==> config.mk <==
export PLATFORM = sky130hd
export DESIGN_NAME = burst_pixel_sequencer
export DESIGN_NICKNAME = d
export VERILOG_FILES = /design/src/rtl/uart_img_pkg.sv /design/src/rtl/burst_pixel_packer.sv /design/src/rtl/burst_pixel_sequencer.sv
export SDC_FILE = /design/constraint.sdc
export NUM_CORES = 1
export LEC_CHECK = 0
export ABC_AREA = 1
export CORE_ASPECT_RATIO = 0.5
export CORE_MARGIN = 4
export CORE_UTILIZATION = 55
export CTS_CLUSTER_DIAMETER = 50
export DETAILED_ROUTE_END_ITERATION = 16
export PLACE_DENSITY = 0.84
export SYNTH_ARGS = -nofsm -noshare
export SYNTH_HDL_FRONTEND = slang
export SYNTH_SLANG_ARGS = --single-unit
==> constraint.sdc <==
create_clock -name clk -period 4.32 [get_ports clk]
set_input_delay 0.864 -clock clk [delete_from_list [all_inputs] [get_ports clk]]
set_output_delay 0.864 -clock clk [all_outputs]
set_load 0.01 [all_outputs]
==> src/rtl/uart_img_pkg.sv <==
// Shared types for the image-burst path between the UART packet classifier
// and the colour-plane SRAMs.
package uart_img_pkg;

  localparam int PKT_BYTES    = 12;
  localparam int PIX_PER_WORD = 4;

  typedef enum logic [2:0] {IDLE, ARMED, COLLECT, WRITE, DONE} seq_state_e;
  typedef enum logic [1:0] {CH_R, CH_B, CH_G} channel_e;

  typedef struct packed {
    logic [1:0] pix;
    channel_e   ch;
  } lane_sel_t;

  // Payload byte k carries channel k mod 3 of pixel k / 3.
  function automatic lane_sel_t lane_of(input logic [3:0] idx);
    lane_sel_t sel;
    sel.pix = 2'(idx / 4'd3);
    sel.ch  = channel_e'(2'(idx % 4'd3));
    return sel;
  endfunction

endpackage

==> src/rtl/burst_pixel_packer.sv <==
// Byte-index counter and the three per-plane 32-bit lane registers that
// assemble one 4-pixel packet.
module burst_pixel_packer #(
  parameter int PKT_BYTES = 12
) (
  input  logic        clk,
  input  logic        i_rst_n,
  input  logic        i_clr,
  input  logic        i_take,
  input  logic        i_sof,
  input  logic [7:0]  i_data,
  output logic        count_eq_11,
  output logic        count_eq_12,
  output logic        overflow,
  output logic [31:0] word_r,
  output logic [31:0] word_g,
  output logic [31:0] word_b
);
  import uart_img_pkg::*;

  localparam int IDX_W = $clog2(PKT_BYTES + 1);

  logic [IDX_W-1:0] idx;
  logic [IDX_W-1:0] wr_idx;
  lane_sel_t        sel;

  // A start-of-packet byte always lands in slot 0, whatever the old index was.
  assign wr_idx      = i_sof ? '0 : idx;
  assign sel         = lane_of(4'(wr_idx));
  assign count_eq_11 = (idx == IDX_W'(PKT_BYTES - 1));
  assign count_eq_12 = (idx == IDX_W'(PKT_BYTES));
  assign overflow    = i_take && !i_sof && count_eq_12;

  // NOTE: sequential state uses non-blocking assignments so every register
  // samples pre-edge values regardless of statement order.
  // NOTE: the lane registers are only 96 flops, so they are reset along with
  // the index; larger buffers would be left unreset and qualified instead.
  always_ff @(posedge clk or negedge i_rst_n) begin
    if (!i_rst_n) begin
      idx    <= '0;
      word_r <= '0;
      word_g <= '0;
      word_b <= '0;
    end else if (i_clr) begin
      idx <= '0;
    end else if (i_take && !overflow) begin
      idx <= wr_idx + IDX_W'(1);
      case (sel.ch)
        CH_R:    word_r[{sel.pix, 3'b000} +: 8] <= i_data;
        CH_B:    word_b[{sel.pix, 3'b000} +: 8] <= i_data;
        CH_G:    word_g[{sel.pix, 3'b000} +: 8] <= i_data;
        default: ;
      endcase
    end
  end

endmodule

==> src/rtl/burst_pixel_sequencer.sv <==
// Collects 12-byte pixel packets after a burst command and writes one packed
// word per packet to the red, green and blue SRAMs at a shared address.
module burst_pixel_sequencer #(
  parameter int DIM_W     = 12,
  parameter int ADDR_W    = 16,
  parameter int PKT_BYTES = 12
) (
  input  logic              clk,
  input  logic              i_rst_n,
  input  logic              i_cfg_start,
  input  logic [DIM_W-1:0]  i_cfg_height,
  input  logic [DIM_W-1:0]  i_cfg_width,
  input  logic              i_abort,
  input  logic              i_pkt_sof,
  input  logic              i_pkt_eof,
  input  logic              i_px_valid,
  input  logic [7:0]        i_px_data,
  output logic              o_px_ready,
  output logic              o_sram_we,
  output logic [ADDR_W-1:0] o_sram_addr,
  output logic [31:0]       o_sram_wdata_r,
  output logic [31:0]       o_sram_wdata_g,
  output logic [31:0]       o_sram_wdata_b,
  output logic              o_busy,
  output logic              o_done,
  output logic              o_err,
  output logic [ADDR_W:0]   o_word_cnt
);
  import uart_img_pkg::*;

  localparam int PROD_W = 2 * DIM_W;

  seq_state_e        state, state_nxt;
  logic [ADDR_W:0]   total_words;
  logic [PROD_W-1:0] prod, cfg_words;
  logic              cfg_bad, byte_in, eof_full;
  logic              pk_take, pk_clr, set_err;
  logic              pk_eq_11, pk_eq_12, pk_overflow;

  assign prod      = PROD_W'(i_cfg_height) * PROD_W'(i_cfg_width);
  assign cfg_words = (prod + PROD_W'(PIX_PER_WORD - 1)) / PROD_W'(PIX_PER_WORD);
  assign cfg_bad   = (i_cfg_height == '0) || (i_cfg_width == '0) ||
                     (64'(cfg_words) > (64'd1 << ADDR_W));

  assign byte_in = i_px_valid && (state == ARMED || state == COLLECT);
  assign pk_take = byte_in && (state == COLLECT || i_pkt_sof);
  // A byte arriving with the eof is counted before the eof is judged.
  assign eof_full = byte_in ? (!i_pkt_sof && pk_eq_11) : pk_eq_12;

  burst_pixel_packer #(.PKT_BYTES(PKT_BYTES)) u_packer (
    .clk         (clk),
    .i_rst_n     (i_rst_n),
    .i_clr       (pk_clr),
    .i_take      (pk_take),
    .i_sof       (i_pkt_sof),
    .i_data      (i_px_data),
    .count_eq_11 (pk_eq_11),
    .count_eq_12 (pk_eq_12),
    .overflow    (pk_overflow),
    .word_r      (o_sram_wdata_r),
    .word_g      (o_sram_wdata_g),
    .word_b      (o_sram_wdata_b)
  );

  // NOTE: every signal written here gets a default first so no path leaves
  // it unassigned and infers a latch.
  always_comb begin
    state_nxt = state;
    set_err   = 1'b0;
    pk_clr    = 1'b0;
    if (i_cfg_start) begin
      pk_clr    = 1'b1;
      state_nxt = cfg_bad ? IDLE : ARMED;
    end else if (i_abort) begin
      pk_clr    = 1'b1;
      state_nxt = IDLE;
    end else begin
      case (state)
        ARMED: begin
          if (byte_in && !i_pkt_sof) begin
            set_err = 1'b1;
          end else if (byte_in) begin
            state_nxt = COLLECT;
            if (i_pkt_eof) begin
              set_err   = 1'b1;
              pk_clr    = 1'b1;
              state_nxt = ARMED;
            end
          end
        end
        COLLECT: begin
          if (byte_in && i_pkt_sof) set_err = 1'b1;
          if (pk_overflow) begin
            set_err   = 1'b1;
            pk_clr    = 1'b1;
            state_nxt = ARMED;
          end else if (i_pkt_eof) begin
            if (eof_full) begin
              state_nxt = WRITE;
            end else begin
              set_err   = 1'b1;
              pk_clr    = 1'b1;
              state_nxt = ARMED;
            end
          end
        end
        WRITE:   state_nxt = ((o_word_cnt + (ADDR_W+1)'(1)) == total_words) ? DONE : ARMED;
        DONE:    state_nxt = DONE;
        default: state_nxt = IDLE;
      endcase
    end
  end

  always_ff @(posedge clk or negedge i_rst_n) begin
    if (!i_rst_n) begin
      state       <= IDLE;
      o_sram_we   <= 1'b0;
      o_px_ready  <= 1'b0;
      o_busy      <= 1'b0;
      o_done      <= 1'b0;
      o_err       <= 1'b0;
      o_sram_addr <= '0;
      o_word_cnt  <= '0;
      total_words <= '0;
    end else begin
      state      <= state_nxt;
      o_sram_we  <= (state_nxt == WRITE);
      o_px_ready <= (state_nxt == ARMED) || (state_nxt == COLLECT);
      o_busy     <= (state_nxt == ARMED) || (state_nxt == COLLECT) || (state_nxt == WRITE);
      o_done     <= (state_nxt == DONE);
      if (i_cfg_start) begin
        o_err       <= cfg_bad;
        o_sram_addr <= '0;
        o_word_cnt  <= '0;
        total_words <= (ADDR_W+1)'(cfg_words);
      end else begin
        if (set_err) o_err <= 1'b1;
        // The write strobe has already been presented, so the word counts
        // even if an abort lands on this cycle.
        if (state == WRITE) begin
          o_sram_addr <= o_sram_addr + ADDR_W'(1);
          o_word_cnt  <= o_word_cnt + (ADDR_W+1)'(1);
        end
      end
    end
  end

endmodule

==> impl_metrics.ini, run 1 <==
[cells_and_area]
instances_no_fill = 2428
final_nets = 2326
final_area_um2 = 18500
n_fill_cell = 1404
area_growth_pct = 39.9
finish.utilization = 0.797
diodes = 0
drive_gt1_frac = 0.241

[sta]
setup_viol = 16
period_needed_ps = 5280
rsz0062_at_grt = true
setup_slack_ps = -965
finalCritPeriodShare = 1.22
max_freq_mhz = 189
tns_ps = -10240
slew_headroom = 0.546
slew_viol_final = 0
clock_skew_ps = 14.9
worst_pin_slew_ps = 680
hold_violations = 0

[pwr]
ir_drop_uv = 903
power_frac_clock = 0.125
power.total_w = 0.0121
powerDensity_nw_per_um2 = 658
combPwrFrac = 0.737
p_sw_w = 0.00550
switching_share = 0.453
power_frac_seq = 0.138
p_leak_nw = 9.77
power.internal_w = 0.00664

[floorplanning]
initial_core_util = 0.569
fp-row-count = 39
dieArea_um2 = 26700
die_width_um = 227
die_y_um = 118
ios = 173
coreArea_um2 = 23200

[synthesis]
synth_area_leaders = dfrtp_1, nand2_1, fa_1, inv_1, ha_1
yosysTopAreaCell = dfrtp_1
postSynthRegisterBits = 158
synth_area_um2 = 13200
synth_nets = 1984
yosys_warnings = 0
yosysSeqAreaShare = 0.300
synthDistinctLibCells = 47
synthFlopType = dfrtp_1
avgSynthCellArea_um2 = 7.47
synth_top_area_frac = 0.300
synth_edf_count = 0
synthCells = 1766
async_flop_share = 1.00

[detailed_routing]
first_pass_iters = 7
num_vias = 13500
drcViolationCount = 0
wirelength_mm = 43.2
antenna_left = 0
wl_per_cell_um = 17.8
drtIter0Drc = 1225
drt-vias-per-instance = 5.55

[cts]
numCtsBuffers = 17
root_buffer = clkbuf_16
clkLatencyLatePin_ps = 440
cts_buffer_depth = 2
cts.sinks = 158
cts_tree = done
htreeDepth = 4
clk_pin_slew_ps = 70

[critical_path]
path_class = input port to flip-flop
critical-path-top-delay-family = adder cells
cp_max_fo = 6
critPathSlowestCell = fa_1
setup.worst_path.end_class = flip-flop
crit_buf_inv = 9
cpPeakStageDelay_ps = 560
startpoint_type = input port
critPathRequiredTime_ps = 4700
worst_ep_arrival_time_ps = 5660

[global_routing]
grt_max_degree = 96
gr-total-overflow = 0
antenna_found_initial = 1
grt_first_pass_wirelength_mm = 65.4
grt_pass1_vias = 13400
grt_usage = 0.299

[run_status]
status = finished, violations left
violations = negative setup slack

[placed_design]
routabilityCongestion = 0.916
numPortBuffers = 172
place_area_um2 = 16600
hpwlAfterDp_mm = 27.9
placed_cells = 2347

[worst_hold_path]
hold_class = input port to asynchronous set/reset pin

[job]
max-cap-violations = 0
==> flip-flops by register name, indices dropped and copies added, names as in the netlist <==
register / flops
o_busy: 1
u_packer.word_b: 32
o_word_cnt: 17
o_px_ready: 1
o_done: 1
u_packer.word_g: 32
u_packer.idx: 4
total_words: 17
o_err: 1
u_packer.word_r: 32
o_sram_addr: 16
state: 3
o_sram_we: 1
==> per-stage QoR <==
step / setup WS [ps] / hold slack [ps]
5_1_grt: -1090 / 446
3_5_place_dp: -1660 / 469
4_1_cts: -788 / 423
6_report: -965 / 399
2_1_floorplan: -754 / 455
3_3_place_gp: -1590 / 459
==> cell usage in the layout (no fill, tap or decap), types with 10 or more instances in the layout <==
master	count
a21oi_1	17
buf_12	11
buf_4	156
buf_6	48
clkbuf_16	17
clkdlybuf4s50_1	147
dfrtp_1	158
fa_1	90
fa_2	10
ha_1	59
ha_4	19
inv_1	278
inv_2	48
nand2_1	491
nand2_2	51
nand2_4	29
nand3_1	62
nand3b_1	10
nand4_1	17
nor2_1	67
nor2_2	21
nor2_4	13
nor3_1	34
nor3_2	11
o21ai_0	69
o21ai_1	59
o22ai_1	15
==> power by group through the flow <==
stage,registers [W],clock network (W),logic (W)
after global placement,0.00169,0,0.00581
after CTS,0.00167,0.00153,0.00723
after floorplan,0.00168,0,0.00372
after global routing,0.00169,0.00160,0.00951
final,0.00168,0.00152,0.00895
after detailed placement,0.00170,0,0.00597
==> cell type report <==
type	instances	area, um^2	area share
clock buffers	21	460	0.0249
clock inverters	11	134	0.00725
inverters	330	1240	0.0674
multi-input cells	1225	8760	0.475
flip-flops and latches	158	3950	0.214
well taps	307	384	0.0208
repair buffers	376	3520	0.191
==> cell usage after synthesis (all sizes together), types with 15 or more instances <==
master  number
a21oi       32
clkbuf      42
dfrtp      158
fa         100
ha          79
inv        328
nand2      571
nand3       76
nand4       17
nor2       104
nor3        45
o21ai      137
o22ai       15
==> timing repair <==
action                                  in CTS  in global routing
pin swaps                                  114                 97
endpoints found under the setup margin      19                 46
cloned                                       3                  0
resized for setup                          197                173
hold buffers                                 0                  0
setup buffers                               38                 23
==> final timing paths <==
kind,from,end,slack [ps],cells after the start
worst max-delay path,i_cfg_width[11],o_px_ready,-960,28
worst min-delay path,i_rst_n,u_packer.word_r[11],400,1
worst max register to register,u_packer.idx[3],u_packer.word_g[7],950,19
worst min register to register,u_packer.word_g[13],u_packer.word_g[13],480,2
max in group asynchronous,i_rst_n,o_word_cnt[1],2980,2
min in group clk,u_packer.word_g[13],u_packer.word_g[13],480,2
==> routing by layer <==
layer,GRT usage,share of wire,vias to the layer above
li1,-,-,6149
met1,0.371,0.38,6388
met2,0.512,0.49,733
met3,0.0561,0.078,193
met4,0.128,0.049,2
met5,0,0.00035,-
==> cells by family (layout without fill, tap and decap cells) <==
family	Yosys count	in the layout	synth area share
buf+inv	383	738	0.111
xor+xnor	10	10	0.00721
simple gates	831	831	0.271
flops	158	158	0.300
fa+ha+maj	179	179	0.227
compound gates	205	205	0.0838
No activity file was read; power rests on OpenSTA's default activity.
==> run 2: changes to the inputs <==
Settings changed: GPL_ROUTABILITY_DRIVEN from default to 1, PLACE_DENSITY 0.84 to 0.8.
==> impl_metrics.ini, run 2 (synthesis results as in run 1) <==
[critical_path]
critPathSlowestCell = fa_1
cpPeakStageDelay_ps = 550
cp_max_fo = 5
startpoint_type = input port
r2r_cells = 19
path_class = input port to flip-flop
critPathRequiredTime_ps = 4680
setup.worst_path.end_class = flip-flop
worst_ep_arrival_time_ps = 5660

[sta]
worst_pin_slew_ps = 846
clock_skew_ps = 11.0
rsz0062_at_grt = true
period_needed_ps = 5300
setup_viol = 15
finalCritPeriodShare = 1.23
whs_ps = 476
slew_viol_final = 0
setup_slack_ps = -979
slew_headroom = 0.436
max_freq_mhz = 189
hold_violations = 0

[floorplanning]
initial_core_util = 0.569
die_width_um = 227
fp-row-count = 39
coreArea_um2 = 23200
dieArea_um2 = 26700
die_y_um = 118
ios = 173

[pwr]
p_leak_nw = 9.67
powerDensity_nw_per_um2 = 650
ir_drop_uv = 748
power.total_w = 0.0118

[detailed_routing]
drtIter0Drc = 869
num_vias = 13000
first_pass_iters = 5
wl_per_cell_um = 16.4
antenna_left = 0
drt-vias-per-instance = 5.38
wirelength_mm = 39.6
drcViolationCount = 0

[cells_and_area]
mostFrequentLayoutCell = nand2_1
drive_gt1_frac = 0.227
diodes = 0
final_nets = 2318
area_growth_pct = 38.1
final_cell_mix = nand2_1, inv_1, dfrtp_1, buf_4, clkdlybuf4s50_1
finish.utilization = 0.786
top_regs = u_packer.word_b x32, u_packer.word_g x32, u_packer.word_r x32

[global_routing]
use_met3 = 0.0454
grt_pass1_vias = 12900
groute.layer.met1.usage = 0.369
gr-total-overflow = 0
antenna_found_initial = 0
grt_first_pass_wirelength_mm = 63.4
grtUsageMet2 = 0.503
top_usage_layer = met2
grt_usage = 0.291
grt_max_degree = 95

[cts]
root_buffer = clkbuf_16
numCtsBuffers = 17
clkLatencyLatePin_ps = 430
cts_buffer_depth = 2
clk_pin_slew_ps = 70
cts_tree = done
cts.sinks = 158
htreeDepth = 4

[run_status]
violations = negative setup slack
status = finished, violations left

[placed_design]
numPortBuffers = 172
routabilityCongestion = 0.915
pre_cts_ws_ps = -1640
hpwlAfterDp_mm = 28.0

[job]
max-cap-violations = 0

[worst_hold_path]
hold_class = flip-flop to flip-flop
hold_depth = 2
run 2: cell count changes in the layout (fill, tap and decap cells not counted), moves of 4 or more:
cell	previous run	this run
nand2_4	29	16
buf_6	48	37
nand2_1	491	500
buf_2	5	13
buf_4	156	149
nor3_1	34	41
nor3_2	11	4
inv_1	278	284
inv_2	48	42
inv_6	1	7
ha_4	19	15
run 2: path summary, 6_finish.rpt:
path / start / end / slack (ps)
max: i_cfg_height[7] / o_px_ready / -980
min in group asynchronous: i_rst_n / u_packer.word_r[20] / 510
max reg2reg: u_packer.idx[3] / u_packer.word_g[16] / 850
min reg2reg: u_packer.word_g[14] / u_packer.word_g[14] / 480
min: u_packer.word_g[14] / u_packer.word_g[14] / 480
max in group asynchronous: i_rst_n / o_sram_we / 2910
run 2: cell type report:
class | count | area (um^2)
inverter | 330 | 1240
multi-input combinational | 1225 | 8590
clock buffer | 18 | 429
timing repair buffer | 368 | 3460
fill | 1489 | 4950
tap | 307 | 384
sequential | 158 | 3950
clock inverter | 14 | 171
run 2: worst max-delay path, delay by kind of cell:
| family | cells | cell delay (ps) |
|---|---|---|
| buf+inv | 8 | 500 |
| simple gates | 15 | 1390 |
| fa+ha+maj | 6 | 2900 |
run 2: routing by layer:
layer  vias up  part of all wire
met3       136             0.070
met2       567              0.49
met1      6160              0.40
met4         0             0.038
met5         -                 0
li1       6155                 -
run 2: power breakdown:
part           switching, W  internal, W  leakage [nW]
combinational       0.00455      0.00408          7.22
sequential        0.0000769      0.00160          2.17
clock              0.000667     0.000873         0.284
total               0.00529      0.00655          9.67
run 2: stage by stage:
| step | TNS [ps] | instances | area (um^2) |
|---|---|---|---|
| after floorplan | -6420 | 1766 | 13600 |
| after global placement | -21580 | 2345 | 16600 |
| after detailed placement | -24210 | 2345 | 16600 |
| after CTS | -7700 | 2412 | 17900 |
| after global routing | -12220 | 2420 | 18200 |
| final | -9550 | 2420 | 18200 |
run 2: timing repair:
action / in CTS / in global routing
gates cloned: 5 / 0
hold buffers: 0 / 0
pin swaps: 114 / 60
buffers inserted: 34 / 10
resized for setup: 223 / 88
setup endpoints to repair: 19 / 18
hold endpoints to repair: 0 / 0
==> run 3: changes to the inputs <==
Settings changed: SLEW_MARGIN from default to 20.
==> results of run 3 <==
Same layout as run 2: the final DEF is identical, and so are final timing and power.
